$ cat config.mk
export PLATFORM = sky130hd
export DESIGN_NAME = fpu_issue_arbiter_flat
export DESIGN_NICKNAME = d
export VERILOG_FILES = /design/src/rtl/fpu_arb_pkg.sv /design/src/rtl/fpu_issue_arbiter_if.sv /design/src/rtl/rr_arbiter.sv /design/src/rtl/fpu_issue_arbiter.sv /design/src/flat_wrapper.sv
export SDC_FILE = /design/constraint.sdc
export NUM_CORES = 1
export LEC_CHECK = 0
export ABC_AREA = 1
export CORE_AREA = 2 2 160 162
export CTS_BUF_LIST = sky130_fd_sc_hd__clkbuf_8 sky130_fd_sc_hd__clkbuf_16
export CTS_CLUSTER_DIAMETER = 200
export DETAILED_ROUTE_END_ITERATION = 12
export DIE_AREA = 0 0 162 164
export GPL_ROUTABILITY_DRIVEN = 0
export SYNTH_ARGS = -nofsm -noshare
export SYNTH_HDL_FRONTEND = slang
export SYNTH_SLANG_ARGS = --single-unit
$ cat constraint.sdc
create_clock -name clk -period 5.7 [get_ports clk]
set_input_delay 0.855 -clock clk [delete_from_list [all_inputs] [get_ports clk]]
set_output_delay 0.855 -clock clk [all_outputs]
set_load 0.02 [all_outputs]
$ cat src/rtl/fpu_arb_pkg.sv
// Shared types for the FPU issue arbiter: FSM states, FPU exception flags
// and the opcode / rounding-mode widths used on both sides of the arbiter.
package fpu_arb_pkg;

  localparam int FPU_OP_W = 5;
  localparam int FPU_RM_W = 3;

  typedef enum logic [1:0] {
    IDLE  = 2'd0,
    ISSUE = 2'd1,
    WAIT  = 2'd2,
    RESP  = 2'd3
  } arb_state_t;

  // Bit order matches the FPU flag bus: {IV,DZ,OF,UF,IE}.
  typedef struct packed {
    logic iv;
    logic dz;
    logic of;
    logic uf;
    logic ie;
  } fpu_flags_t;

endpackage

$ cat src/rtl/fpu_issue_arbiter_if.sv
// Requester, response and FPU-side signals of the issue arbiter. The slave
// modport is the arbiter; master is the surrounding requesters plus the FPU.
interface fpu_issue_arbiter_if
  import fpu_arb_pkg::*;
#(
  parameter int NUM_REQ = 2,
  parameter int TAG_W   = 5
);

  logic [NUM_REQ-1:0]          req_valid;
  logic [NUM_REQ-1:0]          req_ready;
  logic [NUM_REQ*FPU_OP_W-1:0] req_op;
  logic [NUM_REQ*FPU_RM_W-1:0] req_rm;
  logic [NUM_REQ*32-1:0]       req_a;
  logic [NUM_REQ*32-1:0]       req_b;
  logic [NUM_REQ*32-1:0]       req_c;
  logic [NUM_REQ*TAG_W-1:0]    req_tag;
  logic [NUM_REQ-1:0]          req_kill;

  logic [NUM_REQ-1:0]          resp_valid;
  logic [NUM_REQ-1:0]          resp_ready;
  logic [31:0]                 resp_result;
  fpu_flags_t                  resp_flags;
  logic [TAG_W-1:0]            resp_tag;

  logic                        fpu_load;
  logic [FPU_OP_W-1:0]         fpu_op;
  logic [FPU_RM_W-1:0]         fpu_rm;
  logic [31:0]                 fpu_a;
  logic [31:0]                 fpu_b;
  logic [31:0]                 fpu_c;
  logic [31:0]                 fpu_result;
  fpu_flags_t                  fpu_flags;
  logic                        fpu_ready;

  logic                        busy;

  modport master (
    output req_valid, req_op, req_rm, req_a, req_b, req_c, req_tag, req_kill,
    output resp_ready, fpu_result, fpu_flags, fpu_ready,
    input  req_ready, resp_valid, resp_result, resp_flags, resp_tag,
    input  fpu_load, fpu_op, fpu_rm, fpu_a, fpu_b, fpu_c, busy
  );

  modport slave (
    input  req_valid, req_op, req_rm, req_a, req_b, req_c, req_tag, req_kill,
    input  resp_ready, fpu_result, fpu_flags, fpu_ready,
    output req_ready, resp_valid, resp_result, resp_flags, resp_tag,
    output fpu_load, fpu_op, fpu_rm, fpu_a, fpu_b, fpu_c, busy
  );

endinterface

$ cat src/rtl/rr_arbiter.sv
// Combinational round-robin arbiter: one-hot grant to the first request at or
// after i_ptr, wrapping around to index 0.
module rr_arbiter #(
  parameter int N  = 2,
  parameter int PW = (N > 1) ? $clog2(N) : 1
) (
  input  logic [N-1:0]  i_req,
  input  logic [PW-1:0] i_ptr,
  output logic [N-1:0]  o_grant
);

  logic [N-1:0] w_mask;
  logic [N-1:0] w_upper;

  // NOTE: every variable assigned in always_comb gets a default first so no latch is inferred.
  always_comb begin
    w_mask = '0;
    for (int i = 0; i < N; i++) begin
      w_mask[i] = (i >= int'(i_ptr));
    end
  end

  // Lowest set bit among requests at/after the pointer, else lowest overall.
  assign w_upper = i_req & w_mask;
  assign o_grant = (|w_upper) ? (w_upper & (~w_upper + N'(1)))
                              : (i_req & (~i_req + N'(1)));

endmodule

$ cat src/rtl/fpu_issue_arbiter.sv
// Shares one FPU between NUM_REQ requesters: round-robin accept, one load
// pulse, wait for the FPU, then hold the response until the owner takes it.
module fpu_issue_arbiter
  import fpu_arb_pkg::*;
#(
  parameter int NUM_REQ = 2,
  parameter int TAG_W   = 5
) (
  input  logic               clk,
  input  logic               reset,
  fpu_issue_arbiter_if.slave io_arb
);

  localparam int PW = (NUM_REQ > 1) ? $clog2(NUM_REQ) : 1;

  arb_state_t           r_state;
  arb_state_t           w_state_nxt;
  logic [PW-1:0]        r_ptr;
  logic [NUM_REQ-1:0]   r_owner;
  logic                 r_killed;

  logic [FPU_OP_W-1:0]  r_op;
  logic [FPU_RM_W-1:0]  r_rm;
  logic [31:0]          r_a;
  logic [31:0]          r_b;
  logic [31:0]          r_c;
  logic [TAG_W-1:0]     r_tag;
  logic [31:0]          r_result;
  fpu_flags_t           r_flags;

  logic [NUM_REQ-1:0]   w_grant;
  logic [PW-1:0]        w_grant_idx;
  logic [FPU_OP_W-1:0]  w_sel_op;
  logic [FPU_RM_W-1:0]  w_sel_rm;
  logic [31:0]          w_sel_a;
  logic [31:0]          w_sel_b;
  logic [31:0]          w_sel_c;
  logic [TAG_W-1:0]     w_sel_tag;
  logic                 w_accept;
  logic                 w_kill_owner;
  logic                 w_kill_now;
  logic                 w_take_owner;

  rr_arbiter #(
    .N  (NUM_REQ),
    .PW (PW)
  ) u_rr_arbiter (
    .i_req   (io_arb.req_valid),
    .i_ptr   (r_ptr),
    .o_grant (w_grant)
  );

  // Mux the granted requester's fields with constant slice bases.
  always_comb begin
    w_grant_idx = '0;
    w_sel_op    = '0;
    w_sel_rm    = '0;
    w_sel_a     = '0;
    w_sel_b     = '0;
    w_sel_c     = '0;
    w_sel_tag   = '0;
    for (int i = 0; i < NUM_REQ; i++) begin
      if (w_grant[i]) begin
        w_grant_idx = PW'(i);
        w_sel_op    = io_arb.req_op[i*FPU_OP_W +: FPU_OP_W];
        w_sel_rm    = io_arb.req_rm[i*FPU_RM_W +: FPU_RM_W];
        w_sel_a     = io_arb.req_a[i*32 +: 32];
        w_sel_b     = io_arb.req_b[i*32 +: 32];
        w_sel_c     = io_arb.req_c[i*32 +: 32];
        w_sel_tag   = io_arb.req_tag[i*TAG_W +: TAG_W];
      end
    end
  end

  assign w_kill_owner = |(io_arb.req_kill & r_owner);
  assign w_take_owner = |(io_arb.resp_ready & r_owner);
  // A kill arriving in the same cycle as fpu_ready still discards the result.
  assign w_kill_now   = r_killed | w_kill_owner;

  always_comb begin
    w_state_nxt = r_state;
    w_accept    = 1'b0;
    case (r_state)
      IDLE: begin
        if (|io_arb.req_valid) begin
          w_accept    = 1'b1;
          w_state_nxt = ISSUE;
        end
      end
      ISSUE: w_state_nxt = WAIT;
      WAIT: begin
        if (io_arb.fpu_ready) begin
          w_state_nxt = w_kill_now ? IDLE : RESP;
        end
      end
      RESP: begin
        if (w_kill_owner || w_take_owner) begin
          w_state_nxt = IDLE;
        end
      end
      default: w_state_nxt = IDLE;
    endcase
  end

  // NOTE: sequential state uses non-blocking assignments so every register samples pre-edge values.
  always_ff @(posedge clk or posedge reset) begin
    if (reset) begin
      r_state <= IDLE;
    end else begin
      r_state <= w_state_nxt;
    end
  end

  // NOTE: operand/response registers are reset too, because they drive output buses that must read 0 in reset.
  always_ff @(posedge clk or posedge reset) begin
    if (reset) begin
      r_ptr    <= '0;
      r_owner  <= '0;
      r_killed <= 1'b0;
      r_op     <= '0;
      r_rm     <= '0;
      r_a      <= '0;
      r_b      <= '0;
      r_c      <= '0;
      r_tag    <= '0;
      r_result <= '0;
      r_flags  <= '0;
    end else begin
      if (w_accept) begin
        r_owner  <= w_grant;
        r_killed <= 1'b0;
        r_op     <= w_sel_op;
        r_rm     <= w_sel_rm;
        r_a      <= w_sel_a;
        r_b      <= w_sel_b;
        r_c      <= w_sel_c;
        r_tag    <= w_sel_tag;
        if (w_grant_idx == PW'(NUM_REQ - 1)) begin
          r_ptr <= '0;
        end else begin
          r_ptr <= w_grant_idx + PW'(1);
        end
      end
      if (r_state == WAIT) begin
        r_killed <= w_kill_now;
        if (io_arb.fpu_ready && !w_kill_now) begin
          r_result <= io_arb.fpu_result;
          r_flags  <= io_arb.fpu_flags;
        end
      end
    end
  end

  // req_ready is gated by reset so it reads 0 even with requests pending.
  assign io_arb.req_ready   = w_grant & {NUM_REQ{(r_state == IDLE) && !reset}};
  assign io_arb.resp_valid  = r_owner & {NUM_REQ{r_state == RESP}};
  assign io_arb.resp_result = r_result;
  assign io_arb.resp_flags  = r_flags;
  assign io_arb.resp_tag    = r_tag;
  assign io_arb.fpu_load    = (r_state == ISSUE);
  assign io_arb.fpu_op      = r_op;
  assign io_arb.fpu_rm      = r_rm;
  assign io_arb.fpu_a       = r_a;
  assign io_arb.fpu_b       = r_b;
  assign io_arb.fpu_c       = r_c;
  assign io_arb.busy        = (r_state != IDLE);

endmodule

$ cat src/flat_wrapper.sv
// flat-port wrapper written by rule: the top's interface ports become plain ports
module fpu_issue_arbiter_flat import fpu_arb_pkg::*;
#(
  parameter int NUM_REQ = 2,
  parameter int TAG_W   = 5
)
  (clk, reset, io_arb_req_valid, io_arb_req_op, io_arb_req_rm, io_arb_req_a, io_arb_req_b, io_arb_req_c, io_arb_req_tag, io_arb_req_kill, io_arb_resp_ready, io_arb_fpu_result, io_arb_fpu_flags, io_arb_fpu_ready, io_arb_req_ready, io_arb_resp_valid, io_arb_resp_result, io_arb_resp_flags, io_arb_resp_tag, io_arb_fpu_load, io_arb_fpu_op, io_arb_fpu_rm, io_arb_fpu_a, io_arb_fpu_b, io_arb_fpu_c, io_arb_busy);
  fpu_issue_arbiter_if #(.NUM_REQ(NUM_REQ), .TAG_W(TAG_W)) io_arb_i ();
  input  logic clk;
  input  logic reset;
  input wire logic [$bits(io_arb_i.req_valid)-1:0] io_arb_req_valid;
  input wire logic [$bits(io_arb_i.req_op)-1:0] io_arb_req_op;
  input wire logic [$bits(io_arb_i.req_rm)-1:0] io_arb_req_rm;
  input wire logic [$bits(io_arb_i.req_a)-1:0] io_arb_req_a;
  input wire logic [$bits(io_arb_i.req_b)-1:0] io_arb_req_b;
  input wire logic [$bits(io_arb_i.req_c)-1:0] io_arb_req_c;
  input wire logic [$bits(io_arb_i.req_tag)-1:0] io_arb_req_tag;
  input wire logic [$bits(io_arb_i.req_kill)-1:0] io_arb_req_kill;
  input wire logic [$bits(io_arb_i.resp_ready)-1:0] io_arb_resp_ready;
  input wire logic [$bits(io_arb_i.fpu_result)-1:0] io_arb_fpu_result;
  input wire logic [$bits(io_arb_i.fpu_flags)-1:0] io_arb_fpu_flags;
  input wire logic [$bits(io_arb_i.fpu_ready)-1:0] io_arb_fpu_ready;
  output wire logic [$bits(io_arb_i.req_ready)-1:0] io_arb_req_ready;
  output wire logic [$bits(io_arb_i.resp_valid)-1:0] io_arb_resp_valid;
  output wire logic [$bits(io_arb_i.resp_result)-1:0] io_arb_resp_result;
  output wire logic [$bits(io_arb_i.resp_flags)-1:0] io_arb_resp_flags;
  output wire logic [$bits(io_arb_i.resp_tag)-1:0] io_arb_resp_tag;
  output wire logic [$bits(io_arb_i.fpu_load)-1:0] io_arb_fpu_load;
  output wire logic [$bits(io_arb_i.fpu_op)-1:0] io_arb_fpu_op;
  output wire logic [$bits(io_arb_i.fpu_rm)-1:0] io_arb_fpu_rm;
  output wire logic [$bits(io_arb_i.fpu_a)-1:0] io_arb_fpu_a;
  output wire logic [$bits(io_arb_i.fpu_b)-1:0] io_arb_fpu_b;
  output wire logic [$bits(io_arb_i.fpu_c)-1:0] io_arb_fpu_c;
  output wire logic [$bits(io_arb_i.busy)-1:0] io_arb_busy;
  assign io_arb_i.req_valid = io_arb_req_valid;
  assign io_arb_i.req_op = io_arb_req_op;
  assign io_arb_i.req_rm = io_arb_req_rm;
  assign io_arb_i.req_a = io_arb_req_a;
  assign io_arb_i.req_b = io_arb_req_b;
  assign io_arb_i.req_c = io_arb_req_c;
  assign io_arb_i.req_tag = io_arb_req_tag;
  assign io_arb_i.req_kill = io_arb_req_kill;
  assign io_arb_i.resp_ready = io_arb_resp_ready;
  assign io_arb_i.fpu_result = io_arb_fpu_result;
  assign io_arb_i.fpu_flags = io_arb_fpu_flags;
  assign io_arb_i.fpu_ready = io_arb_fpu_ready;
  assign io_arb_req_ready = io_arb_i.req_ready;
  assign io_arb_resp_valid = io_arb_i.resp_valid;
  assign io_arb_resp_result = io_arb_i.resp_result;
  assign io_arb_resp_flags = io_arb_i.resp_flags;
  assign io_arb_resp_tag = io_arb_i.resp_tag;
  assign io_arb_fpu_load = io_arb_i.fpu_load;
  assign io_arb_fpu_op = io_arb_i.fpu_op;
  assign io_arb_fpu_rm = io_arb_i.fpu_rm;
  assign io_arb_fpu_a = io_arb_i.fpu_a;
  assign io_arb_fpu_b = io_arb_i.fpu_b;
  assign io_arb_fpu_c = io_arb_i.fpu_c;
  assign io_arb_busy = io_arb_i.busy;
  fpu_issue_arbiter #(.NUM_REQ(NUM_REQ), .TAG_W(TAG_W)) u_core (.clk(clk), .reset(reset), .io_arb(io_arb_i));
endmodule
==> flow_summary.ini <==
[run_status]
outcome = finished, final reports clean

[layout]
post_route_cells_drive_above_1_share_pct = 6.36
fill_cells = 2452
multi_input_area_mm2 = 0.00258
antennaDiodeCount = 0
fin_util_pct = 47.5
fin_nets = 1461
seq_area_mm2 = 0.00380
area_growth_pct = 70.9

[setup_path]
slowest_delay_ns = 0.62
worstPathCellList = clkdlybuf4s50_1, inv_1, a21oi_4, nand2_1, nor2_1, clkdlybuf4s50_1
worstPathArrival_ns = 2.55
cpMaxStageDelayCell = clkdlybuf4s50_1
startpoint_type = primary input
cp-startpoint = io_arb_req_valid[0]
regToRegStartpoint = u_core.r_ptr
cp-end-kind = primary output
critPathKind = in2out
worstPathRequired_ns = 4.85
crit_top_cell = clkdlybuf4s50_1
critPathMaxFanout = 3

[hold_path]
hp-class = reg2reg
min-delay-start = u_core.io_arb.resp_result[16]

[sta]
final-max-slew-violation-count = 0
max_freq_mhz = 294
min_period_ns = 3.41
slew_headroom_pct = 34.4
fin_skew_ns = 0.0176
hold_viol = 0
worst_pin_slew_ns = 0.984
setup_viol_count_final = 0
min_period_over_period_pct = 59.8
fin_setup_tns_ns = 0
rsz0062_at_grt = false

[power_and_ir_drop]
p_leak_nw = 4.99
ir_drop_v = 0.000239
powerDensity_mw_per_mm2 = 532
p_total_mw = 6.27

[clock_tree]
cts_buffers = 17
clock-sinks = 152
ctsResizeCount = 0
path_clk_slew_ns = 0.06
clock_latency_ns = 0.43
post_cts_buffers = 0
postCtsHoldBufs = 0
cts_root_buffer = clkbuf_16
htree_levels = 4
cts_tree = yes
cts.path.max_buffers = 2

[synthesis]
syn_avg_cell_area_um2 = 8.50
yosysWarningCount = 0
synth_top_area_share_pct = 55.1
ys_ff_latch = 152
yosys.area.top_type = dfrtp_1
synth_area_mm2 = 0.00690
syn_nets = 1076
syn_inst = 812
ys_top_cells_by_area = dfrtp_1, nand2_1, a31oi_1
yosysUniqueCellTypes = 18
synth-seq-area-share_pct = 55.1

[die]
initial_core_util_pct = 27.8
floorplan.core_area_mm2 = 0.0248
die_w_um = 162
io-pin-count = 416
die_h_um = 164
row_count = 58
die_area_mm2 = 0.0266

[run]
maxCapViolations = 0

[place]
port_buffers = 415
dp_hpwl_mm = 17.7

[detailed_routing]
vias_per_cell = 4.39
drtPass1Iterations = 7
wl_per_cell_um = 15.9
drc_errors = 0
drt_iter0_markers = 559
drtAntennaViolNets = 0
routed_wl_mm = 24.4
vias = 6764

[global_routing]
grt_pass1_vias = 6512
antenna_found_initial = 1
overflow = 0
grt_max_degree = 141
grt_first_pass_wirelength_mm = 36.7
grtUsageTotal_pct = 18.0
==> cells in the final DEF (no fill, tap or decap), types with 3 or more instances in the layout <==
cell / instances
dfrtp_1: 152
clkdlybuf4s50_1: 415
a31oi_1: 109
clkinv_4: 3
o21ai_2: 30
inv_1: 47
buf_4: 4
inv_6: 5
clkbuf_16: 17
nor2_1: 119
buf_12: 3
inv_8: 3
o21ai_1: 10
nand2_1: 279
==> registers in the layout, indices dropped and copies added (netlist names), 2 cells and up <==
register and flops:
u_core.io_arb.resp_result 32, u_core.r_state 2, u_core.io_arb.fpu_c 32, u_core.io_arb.fpu_op 5, u_core.io_arb.resp_flags 5, u_core.r_owner 2
u_core.io_arb.fpu_b 32, u_core.io_arb.fpu_a 32, u_core.io_arb.fpu_rm 3, u_core.io_arb.resp_tag 5
==> synth_stat cells <==
master and count:
nor2_4 2, o21ai_0 1, buf_2 27, buf_4 2, inv_1 48, o21ai_1 10, clkbuf_1 12, a21boi_2 1
nor2_1 119, a31oi_1 109, a21oi_1 1, o21ai_2 30, nand2_1 279, buf_6 15, dfrtp_1 152, nand3_1 2
inv_2 1, nor2_2 1
==> critical path: cells and delay by family <==
family                 cells  cell delay [ns]
buffers and inverters      3             1.30
AND/OR/NAND/NOR            2             0.27
AO/OA/AOI/OAI              1             0.12
==> through the flow <==
stage / instance area, um2 / setup WS (ns) / cells / hold slack (ns)
floorplan: 6900 / 0.752 / 812 / 0.475
global placement: 11200 / 2.28 / 1508 / 0.461
detailed placement: 11200 / 2.29 / 1508 / 0.466
CTS: 11800 / 2.27 / 1540 / 0.483
global route: 11800 / 2.22 / 1540 / 0.495
finish: 11800 / 2.29 / 1540 / 0.480
==> per-layer routing <==
layer | wire length [um] | track usage [%]
met5 | 16 | 0
met4 | 532 | 5.87
met3 | 2080 | 6.11
met2 | 11900 | 30.3
met1 | 9870 | 21.6
==> final cells by class <==
cell class | count | area share [%]
timing repair buffer | 422 | 36.0
sequential | 152 | 32.3
multi-input combinational | 555 | 21.9
clock buffer | 17 | 3.61
tap | 330 | 3.50
inverter | 49 | 1.60
clock inverter | 15 | 1.16
==> cells by family (layout without fill, tap and decap cells) <==
kind of cell / count (synthesis) / after routing / synth area share [%]
AO/OA/AOI/OAI: 152 / 152 / 14.7
AND/OR/NAND/NOR: 403 / 403 / 22.2
flip-flops: 152 / 152 / 55.1
buffers and inverters: 105 / 503 / 7.94
==> where the power goes <==
part	leakage (nW)	switching [mW]	internal [mW]	total (mW)
clock network	0.273	0.523	0.576	1.10
logic	2.93	1.75	1.50	3.25
registers	1.79	0.300	1.63	1.93
total	4.99	2.57	3.70	6.27
==> path summary, 6_finish.rpt <==
kind	depth (start not counted)	to	slack [ns]
max in group asynchronous	3	u_core.io_arb.resp_result[16]	3.83
min	2	u_core.io_arb.resp_result[16]	0.48
max	6	io_arb_req_ready[0]	2.29
max reg2reg	5	u_core.io_arb.fpu_b[11]	3.49
min reg2reg	2	u_core.io_arb.resp_result[16]	0.48
min in group asynchronous	2	u_core.io_arb.fpu_a[0]	0.97
Note: power is estimated with default switching activity, not from simulation.
